<file path="config.mk">
export PLATFORM = sky130hd
export DESIGN_NAME = uop_queue
export DESIGN_NICKNAME = d
export VERILOG_FILES = /design/src/rtl/uop_queue_pkg.sv /design/src/rtl/uop_queue_ram.sv /design/src/rtl/uop_queue.sv
export SDC_FILE = /design/constraint.sdc
export NUM_CORES = 2
export LEC_CHECK = 0
export CAP_MARGIN = 20
export CORE_MARGIN = 2
export CORE_UTILIZATION = 59
export CTS_CLUSTER_SIZE = 14
export DETAILED_ROUTE_END_ITERATION = 8
export PLACE_DENSITY = 0.88
export SYNTH_ARGS = -nofsm -noshare
export SYNTH_HDL_FRONTEND = slang
export SYNTH_SLANG_ARGS = --single-unit
</file>
<file path="constraint.sdc">
create_clock -name clk -period 14.3 [get_ports clk]
set_input_delay 1.43 -clock clk [delete_from_list [all_inputs] [get_ports clk]]
set_output_delay 1.43 -clock clk [all_outputs]
set_load 0.1 [all_outputs]
</file>
<file path="src/rtl/uop_queue_pkg.sv">
// Shared uop definitions for the decode-to-rename queue: payload width, field
// offsets and the default number of uops per cycle.
package uop_queue_pkg;

  localparam int unsigned UOP_W    = 97;
  localparam int unsigned NUM_UOPS = 2;

  // Field offsets within a 97-bit uop
  localparam int unsigned UOP_VALID_BIT   = 0;
  localparam int unsigned UOP_BPRED_BIT   = 1;
  localparam int unsigned UOP_BRID_LSB    = 2;
  localparam int unsigned UOP_BRID_MSB    = 7;
  localparam int unsigned UOP_FU_LSB      = 8;
  localparam int unsigned UOP_FU_MSB      = 9;
  localparam int unsigned UOP_OPCODE_LSB  = 10;
  localparam int unsigned UOP_OPCODE_MSB  = 15;
  localparam int unsigned UOP_PC_LSB      = 33;
  localparam int unsigned UOP_PC_MSB      = 64;
  localparam int unsigned UOP_IMM_LSB     = 65;
  localparam int unsigned UOP_IMM_MSB     = 96;

  typedef logic [UOP_W-1:0] uop_t;

endpackage

</file>
<file path="src/rtl/uop_queue_ram.sv">
// Entry storage for uop_queue: NUM_UOPS write ports, NUM_UOPS asynchronous read
// ports. Storage is not reset.
module uop_queue_ram #(
  parameter int unsigned NUM_UOPS = 2,
  parameter int unsigned DEPTH    = 8,
  parameter int unsigned WIDTH    = 97
) (
  input  logic                                clk,
  input  logic [NUM_UOPS-1:0]                 we,
  input  logic [NUM_UOPS*$clog2(DEPTH)-1:0]   waddr,
  input  logic [NUM_UOPS*WIDTH-1:0]           wdata,
  input  logic [NUM_UOPS*$clog2(DEPTH)-1:0]   raddr,
  output logic [NUM_UOPS*WIDTH-1:0]           rdata
);

  localparam int unsigned AW = $clog2(DEPTH);

  logic [WIDTH-1:0] mem [DEPTH];

  // Write addresses are always distinct, so port order never matters
  always_ff @(posedge clk) begin
    for (int unsigned i = 0; i < NUM_UOPS; i++) begin
      if (we[i]) mem[waddr[i*AW+:AW]] <= wdata[i*WIDTH+:WIDTH];
    end
  end

  always_comb begin
    rdata = '0;
    for (int unsigned k = 0; k < NUM_UOPS; k++) begin
      rdata[k*WIDTH+:WIDTH] = mem[raddr[k*AW+:AW]];
    end
  end

endmodule

</file>
<file path="src/rtl/uop_queue.sv">
// Multi-lane uop FIFO between decode and rename. Optional same-cycle bypass
// of an empty queue is enabled by defining UOPQ_BYPASS_EN.
module uop_queue #(
  parameter int unsigned NUM_UOPS = uop_queue_pkg::NUM_UOPS,
  parameter int unsigned DEPTH    = 8
) (
  input  logic                                     clk,
  input  logic                                     rst,
  input  logic [NUM_UOPS*uop_queue_pkg::UOP_W-1:0] IN_uop,
  input  logic [NUM_UOPS-1:0]                      IN_valid,
  output logic                                     OUT_ready,
  input  logic                                     IN_invalidate,
  input  logic                                     IN_stall,
  output logic [NUM_UOPS*uop_queue_pkg::UOP_W-1:0] OUT_uop,
  output logic [NUM_UOPS-1:0]                      OUT_valid,
  output logic [$clog2(DEPTH):0]                   OUT_count
);
  import uop_queue_pkg::*;

  localparam int unsigned AW = $clog2(DEPTH);
  localparam int unsigned CW = AW + 1;

  logic [AW-1:0]            head_q, head_d, tail_q, tail_d;
  logic [CW-1:0]            count_q, count_d;
  logic [NUM_UOPS-1:0]      enq, we;
  logic [NUM_UOPS*AW-1:0]   waddr, raddr;
  logic [NUM_UOPS*UOP_W-1:0] rdata;
  logic [CW-1:0]            n_wr, n_out, n_deq;
  logic                     bypass;

  assign OUT_ready = (count_q <= CW'(DEPTH - NUM_UOPS));
  assign OUT_count = count_q;

  always_comb begin
    enq = IN_valid & {NUM_UOPS{OUT_ready && !IN_invalidate}};
`ifdef UOPQ_BYPASS_EN
    bypass = (count_q == '0);
`else
    bypass = 1'b0;
`endif
    // A bypassed group that rename accepts is consumed and never stored
    we = (bypass && !IN_stall) ? '0 : enq;

    n_wr  = '0;
    waddr = '0;
    for (int unsigned i = 0; i < NUM_UOPS; i++) begin
      waddr[i*AW+:AW] = tail_q + n_wr[AW-1:0];
      if (we[i]) n_wr = n_wr + CW'(1);
    end

    raddr = '0;
    for (int unsigned k = 0; k < NUM_UOPS; k++) begin
      raddr[k*AW+:AW] = head_q + AW'(k);
    end

    n_out = (count_q < CW'(NUM_UOPS)) ? count_q : CW'(NUM_UOPS);
    n_deq = (IN_stall || IN_invalidate) ? '0 : n_out;

    head_d  = head_q + n_deq[AW-1:0];
    tail_d  = tail_q + n_wr[AW-1:0];
    count_d = count_q + n_wr - n_deq;
  end

  // Invalid lanes drive all zeros; valid lanes carry the entry with bit 0 set
  always_comb begin
    OUT_valid = '0;
    OUT_uop   = '0;
    for (int unsigned k = 0; k < NUM_UOPS; k++) begin
      if (CW'(k) < n_out) begin
        OUT_valid[k]            = 1'b1;
        OUT_uop[k*UOP_W+:UOP_W] = rdata[k*UOP_W+:UOP_W] | UOP_W'(1);
      end
    end
`ifdef UOPQ_BYPASS_EN
    if (bypass) begin
      int unsigned idx;
      idx = 0;
      for (int unsigned i = 0; i < NUM_UOPS; i++) begin
        if (enq[i]) begin
          OUT_valid[idx]            = 1'b1;
          OUT_uop[idx*UOP_W+:UOP_W] = IN_uop[i*UOP_W+:UOP_W] | UOP_W'(1);
          idx++;
        end
      end
    end
`endif
  end

  always_ff @(posedge clk) begin
    if (rst || IN_invalidate) begin
      head_q  <= '0;
      tail_q  <= '0;
      count_q <= '0;
    end else begin
      head_q  <= head_d;
      tail_q  <= tail_d;
      count_q <= count_d;
    end
  end

  uop_queue_ram #(
    .NUM_UOPS (NUM_UOPS),
    .DEPTH    (DEPTH),
    .WIDTH    (UOP_W)
  ) u_ram (
    .clk   (clk),
    .we    (we),
    .waddr (waddr),
    .wdata (IN_uop),
    .raddr (raddr),
    .rdata (rdata)
  );

endmodule

</file>
# Word level (Yosys, flattened, before mapping)
# Memories as Yosys holds them, arrays and structs flattened. A register that Yosys moved wholly into a read port is not among the register bits.
# Cells that the tools add are included.
[word_totals]
register_bits = 10
mem_bits_rw = 776
input_bits = 200
out_inout_bits = 201
wordCells = 33
mem_count = 1
[memory_table]
columns = ["name", "words", "width", "read_ports", "rd_clocked_by_memory_dff", "wr", "line_no", "text"]
rows = [
  ["u_ram.mem", 8, 97, 2, 1, 2, "uop_queue_ram.sv:18", "logic [WIDTH-1:0] mem [DEPTH];"],
]
[op_classes]
addsub = 7
magnitude_cmp = 4
mux = 13
n_bitwise = 1
reduce_logical = 4
[ops]
columns = ["operator", "n"]
rows = [
  ["$mux 97", 2],
  ["$mux 4", 3],
  ["$add 3x3->3", 3],
  ["$lt 1x4->1 const A", 2],
  ["$mux 1", 7],
  ["$add 4x1->4 const B", 1],
  ["$add 4x4->4", 1],
  ["$le 4x3->1 const B", 1],
  ["$lt 4x2->1 const B", 1],
  ["$sub 4x4->4", 1],
  ["$add 3x1->3 const B", 1],
  ["$mux 3", 1],
  ["$and 2x2->2", 1],
  ["$logic_or 1x1->1", 2],
  ["$logic_and 1x1->1", 1],
  ["$logic_not 1->1", 1],
]

# Depth between registers and ports, before layout
[logic_depth]
depth_word = 8
mapped_depth = 16
ltp_nobuf = 16

# By module
# A second synthesis with hierarchy kept.
[unflattened]
hier_cells = 2648
hier_area_um2 = 46180.5
[modules_own_cells]
columns = ["mod", "n_inst", "cells_per_inst", "area_each_um2", "seq_area_each_um2"]
rows = [
  ["uop_queue_ram", 1, 2354, 44081.0, 23302.3],
  ["uop_queue", 1, 294, 2099.5, 200.2],
]

# Worst setup path before layout
# No wires, ideal clock.
[synth_timing]
kind = "register to register"
startpoint = "reg count_q[3] (netlist: OUT_count[3])"
endpoint = "mem u_ram.mem[3][10] (enable)"
setup_time_ps = 811
t_arrival_ps = 12292
required_ps = 13489
path_slack_ps = 1197
stages_incl_launch_ff = 8
period_less_slack_ps = 13103
cell_sequence = "dfxtp_1 inv_1 ha_1 nand2_1 mux2i_4 inv_1 nand3b_1 o41ai_1"
[synth_lines]
columns = ["element", "line_no", "text"]
rows = [
  ["start: declaration", "uop_queue.sv:24", "logic [CW-1:0] count_q, count_d;"],
  ["start signal: assignment", "uop_queue.sv:97", "count_q <= count_d;"],
  ["end: declaration", "uop_queue_ram.sv:18", ""],
]

==> results.sh <==
export IMPL_grt_pass1_vias=31880
export IMPL_max_cap_violations=0
export IMPL_clk_pin_slew_ns=0.07
export IMPL_multi_input_area_sq_um=20830
export IMPL_fillCellCount=4917
export IMPL_clkLatencyLatePin_ns=0.65
export IMPL_outcome="finished, final reports clean"
export IMPL_cpMostUsedCell="buf_4"
export IMPL_drive_above_1_share=0.4210
export IMPL_routedWlPerCell_microns=32.78
export IMPL_route_detailed_drc=0
export IMPL_cts_resized_gates=0
export IMPL_io_buffers=398
export IMPL_max_slew_margin_rel=0.1959
export IMPL_path_delay_family="buffers and inverters"
export IMPL_setup_worst_path_start="head_q[0]"
export IMPL_placed_area_sq_um=49780
export IMPL_yosysSeqAreaShare=0.5159
export IMPL_cts_htree_levels=3
export IMPL_r2r_start="OUT_count[3]"
export IMPL_crit_end="OUT_uop[65]"
export IMPL_netSwitchingPower_uw=3242
export IMPL_combPwrFrac=0.388
export IMPL_slew_viol_final=0
export IMPL_rows=101
export IMPL_max_stage_delay_ns=1.25
export IMPL_worst_pin_slew_ns=1.202
export IMPL_sequentialPowerShare=0.339
export IMPL_finish_utilization=0.6926
export IMPL_critPathLaunchType="flop"
export IMPL_drt_iter0_markers=4203
export IMPL_clkPwrFrac=0.273
export IMPL_hold_class="reg -> reg"
export IMPL_syn_cell_area_sq_um=45090
export IMPL_ys_warnings_count=0
export IMPL_hold_buffers=0
export IMPL_start_util=0.5947
export IMPL_path_max_fanout=68
export IMPL_gp_congestion=0.8567
export IMPL_post_cts_setup_buffer_count=0
export IMPL_cts_sinks=778
export IMPL_endpoint_kind="primary output"
export IMPL_total_power_uw=7783
export IMPL_r2r_end="u_ram.mem[5][2]"
export IMPL_cp_data_required_time_ns=12.87
export IMPL_critical_path_depth=7
export IMPL_fin_setup_tns_ns=0
export IMPL_wirelength_microns=137700
export IMPL_dp_hpwl_microns=74590
export IMPL_p_sw_frac=0.4165
export IMPL_dieWidth_microns=280.4
export IMPL_synthCells=2852
export IMPL_synth_nets=3069
export IMPL_vias_per_cell=7.219
export IMPL_cts_root_buf="clkbuf_16"
export IMPL_final_antenna_net_count=0
export IMPL_route_met3_wl_microns=17470
export IMPL_io_pins=401
export IMPL_cp_arrival_ns=6.30
export IMPL_clock_skew_final_ns=0.02420
export IMPL_coreArea_sq_um=75820
export IMPL_synth_async_reset_ratio=0
export IMPL_dr_pass1_iters=5
export IMPL_grt_usage=0.3451
export IMPL_crit_chain="buf_4 > buf_4 > buf_4 > mux2_2 > o22ai_1 > nor3_1 > clkdlybuf4s50_1"
export IMPL_syn_avg_cell_area_sq_um=15.81
export IMPL_cts_max_path_buffers=3
export IMPL_critPathKind="reg -> out"
export IMPL_ir_drop_uv=176.4
export IMPL_internal_power_uw=4541
export IMPL_grt_first_pass_wirelength_microns=200300
export IMPL_fmax_mhz=129.3
export IMPL_wl_met2_microns=64400
export IMPL_syn2layout_area_growth_pct=16.47
export IMPL_powerDensity_nw_per_um2=148.2
export IMPL_path_buf_inv=4
export IMPL_grt_antenna_before_repair=34
export IMPL_r2r_slack_ns=7.85
export IMPL_cts_tree="yes"
export IMPL_final_common_cell="mux2_2"
export IMPL_grt_max_degree=156
export IMPL_p_leak_uw=0.01638
export IMPL_setup_viol=0
export IMPL_rsz0062_at_grt="false"
export IMPL_whs_ns=0.6715
export IMPL_num_nets_final=3358
export IMPL_wl_met1_microns=50600
export IMPL_reg2regPathDepth=14
export IMPL_die_h_microns=280.4
export IMPL_cp_slowest_cell="clkdlybuf4s50_1"
export IMPL_hold_violations=0
export IMPL_cts_buffers_inserted=84
export IMPL_synth_distinct_cells=42
export IMPL_seqCellArea_sq_um=23270
export IMPL_layout_common_cells="mux2_2 (931), edfxtp_1 (768), clkdlybuf4s50_1 (398)"
export IMPL_synth_seq_cells=778
export IMPL_synth_edf_count=768
export IMPL_top_layer="met5"
export IMPL_fin_area_sq_um=52520
export IMPL_ys_flop_type="edfxtp_1"
export IMPL_period_share=0.5409
export IMPL_fp_dieArea_sq_um=78650
export IMPL_globalRouteOverflowTotal=0
export IMPL_fin_crit_ns=7.735
export IMPL_vias=30330
==> power groups by stage <==
stage	clock [uW]	combinational, uW	sequential (uW)
2_1_floorplan	0	2160	2680
3_3_place_gp	0	2960	2670
3_5_place_dp	0	2980	2680
4_1_cts	2130	2990	2640
5_1_grt	2220	3080	2640
6_report	2120	3020	2640
==> registers in the layout (all words and copies together) (netlist names) <==
register,flops
u_ram.mem,768
OUT_count,4
head_q,3
tail_q,3
==> logic make-up (layout without fill, tap and decap cells) <==
family,after synthesis,after routing,synth area share
AND/OR/NAND/NOR,140,140,0.01698
buffers and inverters,266,621,0.02583
adder cells (fa/ha/maj),17,17,0.005384
XOR/XNOR,8,8,0.002137
flip-flops,778,778,0.5159
AO/OA/AOI/OAI,298,298,0.05256
other,0,16,0
multiplexers,1345,1345,0.3812
==> cells in the mapped netlist, types with 6 or more instances <==
master,count,share of area
inv_1,19,0.0016
a22o_1,192,0.037
dfxtp_1,10,0.0044
clkbuf_1,113,0.0094
mux4_2,192,0.096
mux2_2,931,0.23
mux2_4,29,0.0097
buf_1,33,0.0027
nor2_1,14,0.0012
buf_4,6,0.0010
ha_1,13,0.0036
edfxtp_1,768,0.51
nor3_1,97,0.011
mux2i_1,192,0.043
nand2_1,7,0.00058
o22ai_1,96,0.013
buf_2,91,0.010
==> worst min path at each step <==
stage                            start         to  slack (ns)  depth (start not counted)
after floorplan              head_q[0]  head_q[0]        0.57                          2
after global placement    OUT_count[2]  head_q[2]        0.63                          3
after detailed placement  OUT_count[2]  head_q[2]        0.65                          3
after CTS                 OUT_count[2]  head_q[2]        0.67                          3
after global routing      OUT_count[2]  head_q[2]        0.69                          3
final                     OUT_count[2]  head_q[2]        0.67                          3
==> metal layers <==
layer	up-vias	track usage
li1	12340	-
met1	15350	0.4469
met2	2179	0.5407
met3	422	0.1087
met4	40	0.1433
met5	-	0
==> tightest hold or removal path, cell delays in order, from the launching register on <==
cell	delay, ns
dfxtp_1	0.36
nand4_1	0.12
xnor2_1	0.08
nor2_1	0.07
==> per-stage QoR <==
stage,instances,setup WS (ns)
finish,4201,6.565
global route,4195,6.265
CTS,4182,6.549
detailed placement,4030,7.281
global placement,4030,7.399
floorplan,2852,1.197
==> area by class of cell <==
type | count | area share
Sequential cell | 778 | 0.4430
Multi-Input combinational cell | 1808 | 0.3966
Timing Repair Buffer | 450 | 0.08500
Clock buffer | 105 | 0.04193
Tap cell | 978 | 0.02330
Clock inverter | 47 | 0.007981
Inverter | 19 | 0.001358
Antenna cell | 16 | 0.0007624
No activity file was read; power rests on OpenSTA's default activity.
